--- src/rtl/ltc2308_scan_sched_pkg.sv ---
// Shared LTC2308 definitions: conf word bit layout, scheduler state encoding and helpers.
// Pure declarations; no timing or flow control of its own.
package ltc2308_scan_sched_pkg;

    localparam int NUM_CH = 8;
    localparam int CH_W   = 3;
    localparam int CONF_W = 6;

    // LTC2308 DIN word: S/D, O/S, S1, S0, UNI, SLP
    localparam int CONF_SD  = 5;
    localparam int CONF_OS  = 4;
    localparam int CONF_S1  = 3;
    localparam int CONF_S0  = 2;
    localparam int CONF_UNI = 1;
    localparam int CONF_SLP = 0;

    localparam logic [CH_W:0] CH_NONE = (CH_W+1)'(NUM_CH);

    typedef enum logic [2:0] {
        ST_IDLE,
        ST_ISSUE,
        ST_WAIT_LOW,
        ST_WAIT_HIGH,
        ST_STORE
    } state_e;

    typedef enum logic {
        SRC_SCAN = 1'b0,
        SRC_HOST = 1'b1
    } src_e;

    function automatic logic [CONF_W-1:0] conf_word(input logic [CH_W-1:0] ch, input logic uni);
        logic [CONF_W-1:0] w;
        w           = '0;
        w[CONF_SD]  = 1'b1;
        w[CONF_OS]  = ch[0];
        w[CONF_S1]  = ch[2];
        w[CONF_S0]  = ch[1];
        w[CONF_UNI] = uni;
        w[CONF_SLP] = 1'b0;
        return w;
    endfunction

    // Lowest set mask bit at or above ptr; CH_NONE when there is none.
    function automatic logic [CH_W:0] next_ch(input logic [NUM_CH-1:0] mask, input logic [CH_W:0] ptr);
        logic [CH_W:0] r;
        r = CH_NONE;
        for (int i = NUM_CH - 1; i >= 0; i--) begin
            if (mask[i] && (i >= int'(ptr))) begin
                r = i[CH_W:0];
            end
        end
        return r;
    endfunction

endpackage

--- src/rtl/ltc2308_scan_sched_if.sv ---
// Host request/response and LTC2308 driver handshake bundle.
// master = scheduler side, slave = host plus SPI driver side.
interface ltc2308_scan_sched_if #(
    parameter int W = 12
);
    import ltc2308_scan_sched_pkg::*;

    logic              req_valid;
    logic              req_ready;
    logic [CH_W-1:0]   req_ch;
    logic              rsp_valid;
    logic              rsp_err;
    logic [W-1:0]      rsp_data;
    logic [CONF_W-1:0] adc_conf;
    logic              adc_start;
    logic              adc_ready;
    logic [W-1:0]      adc_res;

    modport master (
        input  req_valid, req_ch, adc_ready, adc_res,
        output req_ready, rsp_valid, rsp_err, rsp_data, adc_conf, adc_start
    );

    modport slave (
        output req_valid, req_ch, adc_ready, adc_res,
        input  req_ready, rsp_valid, rsp_err, rsp_data, adc_conf, adc_start
    );

endinterface

--- src/rtl/ltc2308_scan_sched_period_timer.sv ---
// Sweep period timer: one-cycle tick every `period` enabled cycles (every cycle when 0).
// Counter freezes while disabled and reloads to zero on each tick.
module ltc2308_period_timer #(
    parameter int RATE_W = 16
) (
    input  logic              clk,
    input  logic              rst,
    input  logic              en,
    input  logic [RATE_W-1:0] period,
    output logic              tick
);

    logic [RATE_W-1:0] cnt_q, cnt_d;
    logic              hit;

    assign hit = (period == '0) || (cnt_q >= (period - 1'b1));

    always_comb begin
        cnt_d = cnt_q;
        tick  = 1'b0;
        if (en) begin
            if (hit) begin
                tick  = 1'b1;
                cnt_d = '0;
            end else begin
                cnt_d = cnt_q + 1'b1;
            end
        end
    end

    always_ff @(posedge clk) begin
        if (rst) begin
            cnt_q <= '0;
        end else begin
            cnt_q <= cnt_d;
        end
    end

endmodule

--- src/rtl/ltc2308_scan_sched.sv ---
// Shares one LTC2308 driver between a periodic masked channel sweep and a host port (host wins).
// One conversion in flight; host is held off via req_ready outside IDLE; results land in a register file.
module ltc2308_scan_sched
    import ltc2308_scan_sched_pkg::*;
#(
    parameter int NCH     = 8,
    parameter int W       = 12,
    parameter int RATE_W  = 16,
    parameter int TIMEOUT = 1023
) (
    input  logic                 clk,
    input  logic                 rst,
    input  logic                 scan_en,
    input  logic [NCH-1:0]       ch_mask,
    input  logic                 uni,
    input  logic [RATE_W-1:0]    period,
    input  logic [CH_W-1:0]      rd_addr,
    output logic [W-1:0]         rd_data,
    output logic                 sample_valid,
    output logic [CH_W-1:0]      sample_ch,
    output logic                 overrun,
    output logic                 timeout_err,
    ltc2308_scan_sched_if.master bus
);

    localparam int            TMO_W   = $clog2(TIMEOUT + 1);
    localparam logic [TMO_W-1:0] TMO_MAX = TMO_W'(TIMEOUT);

    state_e            state_q, state_d;
    src_e              src_q, src_d;
    logic [CH_W-1:0]   ch_q, ch_d;
    logic [CH_W:0]     ptr_q, ptr_d;
    logic              sweep_q, sweep_d;
    logic [TMO_W-1:0]  tmo_q, tmo_d;
    logic [CONF_W-1:0] conf_q, conf_d;
    logic              rsp_valid_q, rsp_valid_d;
    logic              rsp_err_q, rsp_err_d;
    logic [W-1:0]      rsp_data_q, rsp_data_d;
    logic              sample_valid_q, sample_valid_d;
    logic [CH_W-1:0]   sample_ch_q, sample_ch_d;
    logic              overrun_q, overrun_d;
    logic              timeout_err_q, timeout_err_d;
    logic [W-1:0]      result_q [NCH];
    logic [W-1:0]      rd_data_q;
    logic              wr_en;
    logic              done, abort;
    logic              tick;
    logic [CH_W:0]     scan_pick, after_pick;

    ltc2308_period_timer #(.RATE_W(RATE_W)) u_timer (
        .clk    (clk),
        .rst    (rst),
        .en     (scan_en),
        .period (period),
        .tick   (tick)
    );

    assign scan_pick  = next_ch(ch_mask, ptr_q);
    assign after_pick = next_ch(ch_mask, {1'b0, ch_q} + 1'b1);

    always_comb begin
        state_d        = state_q;
        src_d          = src_q;
        ch_d           = ch_q;
        ptr_d          = ptr_q;
        sweep_d        = sweep_q;
        tmo_d          = tmo_q;
        conf_d         = conf_q;
        rsp_valid_d    = 1'b0;
        rsp_err_d      = 1'b0;
        rsp_data_d     = rsp_data_q;
        sample_valid_d = 1'b0;
        sample_ch_d    = sample_ch_q;
        overrun_d      = overrun_q;
        timeout_err_d  = timeout_err_q;
        wr_en          = 1'b0;
        done           = 1'b0;
        abort          = 1'b0;

        case (state_q)
            ST_IDLE: begin
                if (bus.req_valid) begin
                    src_d   = SRC_HOST;
                    ch_d    = bus.req_ch;
                    conf_d  = conf_word(bus.req_ch, uni);
                    state_d = ST_ISSUE;
                end else if (sweep_q) begin
                    if (!scan_en || (scan_pick == CH_NONE)) begin
                        sweep_d = 1'b0;
                    end else begin
                        src_d   = SRC_SCAN;
                        ch_d    = scan_pick[CH_W-1:0];
                        conf_d  = conf_word(scan_pick[CH_W-1:0], uni);
                        state_d = ST_ISSUE;
                    end
                end
            end
            ST_ISSUE: begin
                tmo_d   = '0;
                state_d = ST_WAIT_LOW;
            end
            ST_WAIT_LOW, ST_WAIT_HIGH: begin
                if (tmo_q == TMO_MAX) begin
                    abort         = 1'b1;
                    timeout_err_d = 1'b1;
                    state_d       = ST_IDLE;
                end else begin
                    tmo_d = tmo_q + 1'b1;
                    if ((state_q == ST_WAIT_LOW) && !bus.adc_ready) begin
                        state_d = ST_WAIT_HIGH;
                    end else if ((state_q == ST_WAIT_HIGH) && bus.adc_ready) begin
                        state_d = ST_STORE;
                    end
                end
            end
            ST_STORE: begin
                done    = 1'b1;
                state_d = ST_IDLE;
            end
            default: state_d = ST_IDLE;
        endcase

        // A timed-out scan channel is skipped exactly like a stored one, minus the write.
        if (done || abort) begin
            if (src_q == SRC_HOST) begin
                rsp_valid_d = 1'b1;
                rsp_err_d   = abort;
                rsp_data_d  = abort ? '0 : bus.adc_res;
            end else begin
                wr_en          = done;
                sample_valid_d = done;
                if (done) begin
                    sample_ch_d = ch_q;
                end
                ptr_d = {1'b0, ch_q} + 1'b1;
                if (after_pick == CH_NONE) begin
                    sweep_d = 1'b0;
                end
            end
        end

        // Back-to-back mode (period 0) ticks every cycle, so only a real period can overrun.
        if (tick) begin
            if (sweep_q) begin
                if (period != '0) begin
                    overrun_d = 1'b1;
                end
            end else begin
                sweep_d = 1'b1;
                ptr_d   = '0;
            end
        end
    end

    always_ff @(posedge clk) begin
        if (rst) begin
            state_q        <= ST_IDLE;
            src_q          <= SRC_SCAN;
            ch_q           <= '0;
            ptr_q          <= '0;
            sweep_q        <= 1'b0;
            tmo_q          <= '0;
            conf_q         <= '0;
            rsp_valid_q    <= 1'b0;
            rsp_err_q      <= 1'b0;
            rsp_data_q     <= '0;
            sample_valid_q <= 1'b0;
            sample_ch_q    <= '0;
            overrun_q      <= 1'b0;
            timeout_err_q  <= 1'b0;
            rd_data_q      <= '0;
            for (int i = 0; i < NCH; i++) begin
                result_q[i] <= '0;
            end
        end else begin
            state_q        <= state_d;
            src_q          <= src_d;
            ch_q           <= ch_d;
            ptr_q          <= ptr_d;
            sweep_q        <= sweep_d;
            tmo_q          <= tmo_d;
            conf_q         <= conf_d;
            rsp_valid_q    <= rsp_valid_d;
            rsp_err_q      <= rsp_err_d;
            rsp_data_q     <= rsp_data_d;
            sample_valid_q <= sample_valid_d;
            sample_ch_q    <= sample_ch_d;
            overrun_q      <= overrun_d;
            timeout_err_q  <= timeout_err_d;
            rd_data_q      <= result_q[rd_addr];
            if (wr_en) begin
                result_q[ch_q] <= bus.adc_res;
            end
        end
    end

    assign bus.req_ready = (state_q == ST_IDLE) && !rst;
    assign bus.adc_start = (state_q == ST_ISSUE);
    assign bus.adc_conf  = conf_q;
    assign bus.rsp_valid = rsp_valid_q;
    assign bus.rsp_err   = rsp_err_q;
    assign bus.rsp_data  = rsp_data_q;
    assign rd_data       = rd_data_q;
    assign sample_valid  = sample_valid_q;
    assign sample_ch     = sample_ch_q;
    assign overrun       = overrun_q;
    assign timeout_err   = timeout_err_q;

endmodule
--- src/flat_wrapper.sv ---
// flat-port wrapper written by rule: the top's interface ports become plain ports
module ltc2308_scan_sched_flat import ltc2308_scan_sched_pkg::*;
#(
    parameter int NCH     = 8,
    parameter int W       = 12,
    parameter int RATE_W  = 16,
    parameter int TIMEOUT = 1023
)
  (clk, rst, scan_en, ch_mask, uni, period, rd_addr, rd_data, sample_valid, sample_ch, overrun, timeout_err, bus_req_valid, bus_req_ch, bus_adc_ready, bus_adc_res, bus_req_ready, bus_rsp_valid, bus_rsp_err, bus_rsp_data, bus_adc_conf, bus_adc_start);
  ltc2308_scan_sched_if #(.W(W)) bus_i ();
  input  logic clk;
  input  logic rst;
  input  logic scan_en;
  input  logic [NCH-1:0] ch_mask;
  input  logic uni;
  input  logic [RATE_W-1:0] period;
  input  logic [CH_W-1:0] rd_addr;
  output logic [W-1:0] rd_data;
  output logic sample_valid;
  output logic [CH_W-1:0] sample_ch;
  output logic overrun;
  output logic timeout_err;
  input wire logic [$bits(bus_i.req_valid)-1:0] bus_req_valid;
  input wire logic [$bits(bus_i.req_ch)-1:0] bus_req_ch;
  input wire logic [$bits(bus_i.adc_ready)-1:0] bus_adc_ready;
  input wire logic [$bits(bus_i.adc_res)-1:0] bus_adc_res;
  output wire logic [$bits(bus_i.req_ready)-1:0] bus_req_ready;
  output wire logic [$bits(bus_i.rsp_valid)-1:0] bus_rsp_valid;
  output wire logic [$bits(bus_i.rsp_err)-1:0] bus_rsp_err;
  output wire logic [$bits(bus_i.rsp_data)-1:0] bus_rsp_data;
  output wire logic [$bits(bus_i.adc_conf)-1:0] bus_adc_conf;
  output wire logic [$bits(bus_i.adc_start)-1:0] bus_adc_start;
  assign bus_i.req_valid = bus_req_valid;
  assign bus_i.req_ch = bus_req_ch;
  assign bus_i.adc_ready = bus_adc_ready;
  assign bus_i.adc_res = bus_adc_res;
  assign bus_req_ready = bus_i.req_ready;
  assign bus_rsp_valid = bus_i.rsp_valid;
  assign bus_rsp_err = bus_i.rsp_err;
  assign bus_rsp_data = bus_i.rsp_data;
  assign bus_adc_conf = bus_i.adc_conf;
  assign bus_adc_start = bus_i.adc_start;
  ltc2308_scan_sched #(.NCH(NCH), .W(W), .RATE_W(RATE_W), .TIMEOUT(TIMEOUT)) u_core (.clk(clk), .rst(rst), .scan_en(scan_en), .ch_mask(ch_mask), .uni(uni), .period(period), .rd_addr(rd_addr), .rd_data(rd_data), .sample_valid(sample_valid), .sample_ch(sample_ch), .overrun(overrun), .timeout_err(timeout_err), .bus(bus_i));
endmodule
--- config.mk ---
export PLATFORM = sky130hd
export DESIGN_NAME = ltc2308_scan_sched_flat
export DESIGN_NICKNAME = d
export VERILOG_FILES = /design/src/rtl/ltc2308_scan_sched_pkg.sv /design/src/rtl/ltc2308_scan_sched_if.sv /design/src/rtl/ltc2308_scan_sched_period_timer.sv /design/src/rtl/ltc2308_scan_sched.sv /design/src/flat_wrapper.sv
export SDC_FILE = /design/constraint.sdc
export NUM_CORES = 1
export LEC_CHECK = 0
export ABC_CLOCK_PERIOD_IN_PS = 3500
export BUFFER_PORTS_ARGS = -buffer_cell sky130_fd_sc_hd__buf_2
export CORE_ASPECT_RATIO = 1.25
export CORE_MARGIN = 2
export CORE_UTILIZATION = 53
export DETAILED_ROUTE_END_ITERATION = 8
export PLACE_DENSITY = 0.75
export RECOVER_POWER = 25
export SLEW_MARGIN = 20
export SYNTH_ARGS = -nofsm -noshare
export SYNTH_HDL_FRONTEND = slang
export SYNTH_HIERARCHICAL = 1
export SYNTH_SLANG_ARGS = --single-unit
--- constraint.sdc ---
create_clock -name clk -period 3.5 [get_ports clk]
set_input_delay 0.7 -clock clk [delete_from_list [all_inputs] [get_ports clk]]
set_output_delay 0.7 -clock clk [all_outputs]
set_load 0.03 [all_outputs]
* Word-level counts from Yosys, hierarchy flattened
Memories as Yosys holds them, arrays and structs flattened. A register that Yosys moved wholly into a read port is not among the register bits.
Cells that the tools add are included.
** Cells by class
- Add/sub/neg operators :: 4
- Multiply operators :: 0
- Divide/modulo/power cells :: 0
- $lt $le $gt $ge :: 17
- Equal/unequal tests :: 12
- Shift-type cells :: 0
- Muxes and demuxes :: 65
- Bitwise gates (word level) :: 2
- Reduce and logical (&&, ||, !) cells :: 41
** Operators with widths (count)
- 4-bit two-way mux :: 20
- 3-bit by 4-bit greater-or-equal comparator with 1-bit output, first input constant :: 8
- 3-bit two-way mux :: 10
- 1-bit two-way mux :: 26
- 12-bit two-way mux :: 2
- 10-bit one-hot mux with 2 select lines :: 1
- 1-bit logical AND :: 19
- 6-bit two-way mux :: 3
- 16-bit by 1-bit adder with 16-bit output, second input constant :: 1
- 1-bit by 4-bit greater-or-equal comparator with 1-bit output, first input constant :: 4
- 16-bit greater-or-equal comparator :: 1
- 2-bit by 4-bit greater-or-equal comparator with 1-bit output, first input constant :: 4
- 16-bit zero test :: 1
- 16-bit two-way mux :: 1
- 16-bit nonzero test :: 1
- 16-bit by 1-bit subtractor with 16-bit output, second input constant :: 1
- 3-bit AND reduction :: 4
- 12-bit OR reduction :: 1
- 10-bit by 1-bit adder with 10-bit output, second input constant :: 1
- 10-bit equality test, second input constant :: 1
- 10-bit two-way mux :: 1
- 3-bit one-hot mux with 3 select lines :: 1
- 4-bit equality test, second input constant :: 2
- 3-bit by 2-bit equality test with 1-bit output, second input constant :: 2
- 15 further kinds :: 25
** Word-level totals
- Register bits after elaboration :: 64
- Bits in latches :: 0
- Memory bits (writable) :: 96
- Memory bits (read-only) :: 0
- Bits of input ports :: 48
- Output and inout port bits :: 40
- Logic and storage cells :: 157
- Memories kept :: 1
** Memories
- u_core.result_q :: words 8, width 12, rd ports 1, clocked after Yosys merged registers in 1, write ports 8, line ltc2308_scan_sched.sv:43 : logic [W-1:0] result_q [NCH];

* Depth between registers and ports, before layout
- Depth after elaboration :: 21
- Mapped depth :: 14
- Depth with buffers taken out :: 13

* Modules after synthesis
Netlist, hierarchy kept.
** Modules (own cells, without submodules)
- ltc2308_scan_sched :: times used 1, cells an instance 530, area an instance 6800.3 um^2, sequential area each 4003.8 um^2
- ltc2308_period_timer :: times used 1, cells an instance 163, area an instance 1360.1 um^2, sequential area each 320.3 um^2

* Least setup slack after synthesis
Ideal clock, no wire load.
- Kind :: in2reg
- From :: input port period[0]
- To :: register u_core.ptr_q[0]
- Library setup time :: 117 ps
- Arrival :: 3478 ps
- Required time :: 3383 ps
- Setup slack :: -96 ps
- Stages on the path :: 14
- Buffers on the path :: 1
- Cell sequence :: inv_1 -> ha_1 -> nor3b_1 -> nand2_1 -> nor3_1 -> xnor2_1 -> ha_1 -> nand4_1 -> nor2_1 -> or4b_1 -> a41oi_4 -> buf_6 -> a21o_1 -> nor2_1
** Between the ends
- Longest elaborated chain between the ends :: 6
- Elaborated cells between the ends (all ways) :: 7
- Classes of those cells :: 1 x add/sub; 1 x order compare; 3 x mux; 2 x reduce/logical
** Ends and longest elaborated chain
- start: declaration :: line flat_wrapper.sv:16 : input logic [RATE_W-1:0] period;
- 16-bit by 1-bit subtractor with 16-bit output :: line ltc2308_scan_sched_period_timer.sv:16 : assign hit = (period == '0) || (cnt_q >= (period - 1'b1));
- 16-bit greater-or-equal comparator :: line ltc2308_scan_sched_period_timer.sv:16
- 1-bit logical OR * :: line ltc2308_scan_sched_period_timer.sv:16
- 1-bit two-way mux * :: line ltc2308_scan_sched_period_timer.sv:22 : if (hit) begin
- 1-bit two-way mux * :: line ltc2308_scan_sched_period_timer.sv:21 : if (en) begin
- via u_core.tick :: line ltc2308_scan_sched.sv:47 : logic tick;
- 4-bit two-way mux * :: line ltc2308_scan_sched.sv:143 : if (tick) begin
- end signal: assignment :: line ltc2308_scan_sched.sv:179 : ptr_q <= ptr_d;
- end: declaration :: line ltc2308_scan_sched.sv:32 : logic [CH_W:0] ptr_q, ptr_d;
The timed path passes the listed nets; every way through them passes the cells marked *.
A chain may end at the register's enable or synchronous reset.

* Final worst setup path
- From :: input port period[0]
- To :: register u_core.u_timer.cnt_q[2]
** Between the ends
- Longest elaborated chain between the ends :: 4
- Elaborated cells between the ends (all ways) :: 5
- Classes of those cells :: 1 x add/sub; 1 x order compare; 1 x mux; 2 x reduce/logical
** Ends and longest elaborated chain
- 16-bit by 1-bit subtractor with 16-bit output :: line ltc2308_scan_sched_period_timer.sv:16
- 16-bit greater-or-equal comparator :: line ltc2308_scan_sched_period_timer.sv:16
- 1-bit logical OR * :: line ltc2308_scan_sched_period_timer.sv:16
- 16-bit two-way mux * :: line ltc2308_scan_sched_period_timer.sv:22
- end signal: assignment :: line ltc2308_scan_sched_period_timer.sv:35 : cnt_q <= cnt_d;
- end: declaration :: line ltc2308_scan_sched_period_timer.sv:13 : logic [RATE_W-1:0] cnt_q, cnt_d;
Every way passes the cells marked *; elsewhere a longest branch is shown, timed or not.

==> results.json <==
{
  "grt_pass1_vias": 5838,
  "syn_to_final_growth_pct": 14.1,
  "ctsHoldBuffers": 0,
  "worstMarginPinSlew_ns": 1.63,
  "ant_nets": 0,
  "synth_cell_types": 70,
  "gp_congestion": 0.873,
  "critPathTopFamily": "simple AND/OR/NAND/NOR gates",
  "fin_util_pct": 62.0,
  "drt_iter0_drc": 355,
  "wl_per_cell_microns": 20.7,
  "synth_flop_cell": "edfxtp_1",
  "dieHeight_microns": 143,
  "hpwl_mm": 14.2,
  "async_reset_ff_share_pct": 0,
  "powerDensity_nw_per_um2": 471,
  "antenna_found_initial": 1,
  "slowest_delay_ns": 0.52,
  "final_nets": 859,
  "critical_path_class": "in2reg",
  "io_buffer_count": 86,
  "wl_mm": 20.3,
  "crit-reg2reg-capture": "u_core/result_q[0][9]$_SDFFCE_PN0P_",
  "yosys_warnings": 6,
  "postSynthAreaPerCell_sq_um": 11.8,
  "grt_setup_unrepaired": "false",
  "syn_inst": 693,
  "required_ns": 3.79,
  "root_buffer": "clkbuf_16",
  "hold_viol": 0,
  "syn_nets": 765,
  "synth_edf_count": 96,
  "grt_use_total_pct": 25.7,
  "drv_slew": 25,
  "drt_drc_violations_left": 0,
  "clockBufferDepth": 2,
  "gr-total-overflow": 0,
  "initial_core_util_pct": 54.3,
  "cts_sinks": 168,
  "worst_r2r_path_depth": 6,
  "htree_levels": 4,
  "hold_path_depth": 1,
  "slew_headroom_pct": -8.37,
  "num_io_pins": 88,
  "synthesis.area_sq_um": 8160,
  "drt-vias-per-instance": 5.92,
  "min_to": "u_core/bus.rsp_data[2]$_SDFFE_PP0P_",
  "ys_seq_elements": 168,
  "min_from": "u_core/bus.rsp_data[2]$_SDFFE_PP0P_",
  "core_region_area_sq_um": 15000,
  "clkTransAtPathRegs_ns": 0.07,
  "numCtsBuffers": 17,
  "clock_latency_ns": 0.43,
  "total_power_mw": 4.38,
  "failed_checks": "capacitance limit, slew limit",
  "crit_fanout": 13,
  "yosys.area.top_type": "edfxtp_1",
  "endpoint_kind": "flip-flop",
  "p_leak_nw": 3.50,
  "post_cts_buffers": 0,
  "layout_worst_path_cycle_share_pct": 89.4,
  "cap_violations": 1,
  "worstPathCellList": "buf_2 > inv_1 > ha_1 > nor3b_2 > nand2_1 > nor3_1 > xnor2_1 > ha_1 > nand4_1 > nor2_1 > or4b_1 > a41oi_4 > buf_4 > nor3_1",
  "cts_tree": "yes",
  "dr.pass1.iters": 5,
  "period_needed_ns": 3.13,
  "finalSetupViolCount": 0,
  "crit_buf_inv": 3,
  "fin_skew_ns": 0.0103,
  "synth_most_common_cell": "edfxtp_1",
  "critPathLaunchType": "input pin",
  "drive_above_1_share_pct": 19.8,
  "peakVddDrop_uv": 313,
  "yosysSeqAreaShare_pct": 53.0,
  "die-area_sq_um": 16400,
  "vias": 5814,
  "ctsResizeCount": 0,
  "synth_top_area_share_pct": 35.3,
  "die_w_microns": 115,
  "rows": 50,
  "antennaDiodeCount": 0,
  "grt_max_degree": 50,
  "worstPathArrival_ns": 3.42,
  "worst_r2r_startpoint": "u_core/state_q[2]$_SDFFE_PP0P_",
  "status": "complete, but fails checks",
  "reg2reg_slack_ns": 0.44,
  "cp_slowest_cell": "or4b_1",
  "synthTopCellsByArea": "edfxtp_1 35%, dfxtp_1 18%, and2_1 6.7%, mux4_2 6.6%, ha_1 3.7%",
  "grt_pass1_wl_mm": 31.3,
  "max_freq_ghz": 0.319,
  "hold_path_class": "reg2reg",
  "synthTopCellsByCount": "96 x edfxtp_1, 87 x and2_1, 72 x dfxtp_1"
}
layer usage:
layer  vias to the layer above  global-route usage (%)  share of wire, %
li1                       2713                       -                 -
met1                      2832                    29.2                38
met2                       230                    47.2                54
met3                        37                    4.67               5.5
met4                         2                    10.1               2.4
met5                         -                       0             0.034
power by group:
part | leakage, nW | internal (mW) | switching (mW) | total, mW
logic | 1.66 | 0.144 | 0.260 | 0.404
clock network | 0.269 | 0.958 | 0.834 | 1.79
registers | 1.58 | 2.14 | 0.0459 | 2.19
area by class of cell:
| type | instances | area, sq um |
|---|---|---|
| timing repair buffer | 109 | 549 |
| clock buffer | 18 | 439 |
| fill | 1245 | 5700 |
| clock inverter | 14 | 133 |
| sequential | 168 | 4320 |
| tap | 182 | 228 |
| multi-input combinational | 477 | 3590 |
| inverter | 14 | 52.6 |
cells in the final DEF, fill, tap and decap left out, types with 4 or more instances in the layout:
master      instances
ha_1               24
clkbuf_1           39
edfxtp_1           96
buf_2              49
o21ai_1             7
inv_6               5
and2_2             10
nor3_1             26
mux4_2             24
dfxtp_1            72
nor4_1             14
a22o_1             12
buf_4              21
nand2_1            34
nand4_1            13
nand3_1            12
clkbuf_16          17
xor2_1             15
xnor2_1            21
and2_0              4
nor2_1             55
nand2b_1            5
clkinvlp_4          4
a21oi_1            20
inv_1              14
and2_1             83
o21ai_0            11
a21boi_0            4
mux2i_1            18
worst max-delay path by stage:
stage              start  slack, ns                               endpoint  depth (start not counted)
3_3_place_gp   period[0]       0.04  u_core/u_timer/cnt_q[15]$_SDFFE_PP0P_                         14
6_report       period[0]       0.37   u_core/u_timer/cnt_q[2]$_SDFFE_PP0P_                         14
2_1_floorplan  period[9]       0.06             u_core/ptr_q[0]$_SDFF_PP0_                         12
5_1_grt        period[0]       0.06             u_core/ptr_q[0]$_SDFF_PP0_                         14
3_5_place_dp   period[0]      -0.03  u_core/u_timer/cnt_q[11]$_SDFFE_PP0P_                         14
4_1_cts        period[0]       0.40  u_core/u_timer/cnt_q[11]$_SDFFE_PP0P_                         14
state kept, by name (all words and copies together) (netlist names):
register and cells:
u_core/bus.adc_conf 3, u_core/bus.rsp_data 12, u_core/bus.rsp_err 1, u_core/bus.rsp_valid 1
u_core/ch_q 2, u_core/overrun 1, u_core/ptr_q 4, u_core/rd_data 12
u_core/result_q 96, u_core/sample_ch 3, u_core/sample_valid 1, u_core/src_q 1
u_core/state_q 3, u_core/sweep_q 1, u_core/timeout_err 1, u_core/tmo_q 10
u_core/u_timer/cnt_q 16
stage by stage:
stage	instance area [sq um]	cells	TNS (ns)	hold WS (ns)	setup slack (ns)
after global routing	9310	982	0	0.494	0.0584
after floorplan	8170	693	0	0.463	0.0595
final	9310	982	0	0.479	0.370
after detailed placement	8810	950	-0.356	0.450	-0.0276
after global placement	8810	950	0	0.434	0.0407
after CTS	9390	982	0	0.476	0.397
kinds of logic after synthesis:
kind of cell    count (synthesis)  synth area share [%]
xor+xnor                       36                  3.86
simple gates                  293                  20.6
fa+ha+maj                      24                  3.68
compound gates                 81                  7.08
other cells                     1                0.0460
flops                         168                  53.0
buf+inv                        48                  2.88
mux                            42                  8.83
worst register-to-register path, delay by kind of cell, from the launching register on:
kind,cells,cell delay [ns]
flip-flops,1,0.39
buffers and inverters,1,0.23
AND/OR/NAND/NOR,5,2.09
Power figures use the tool's default switching activity.
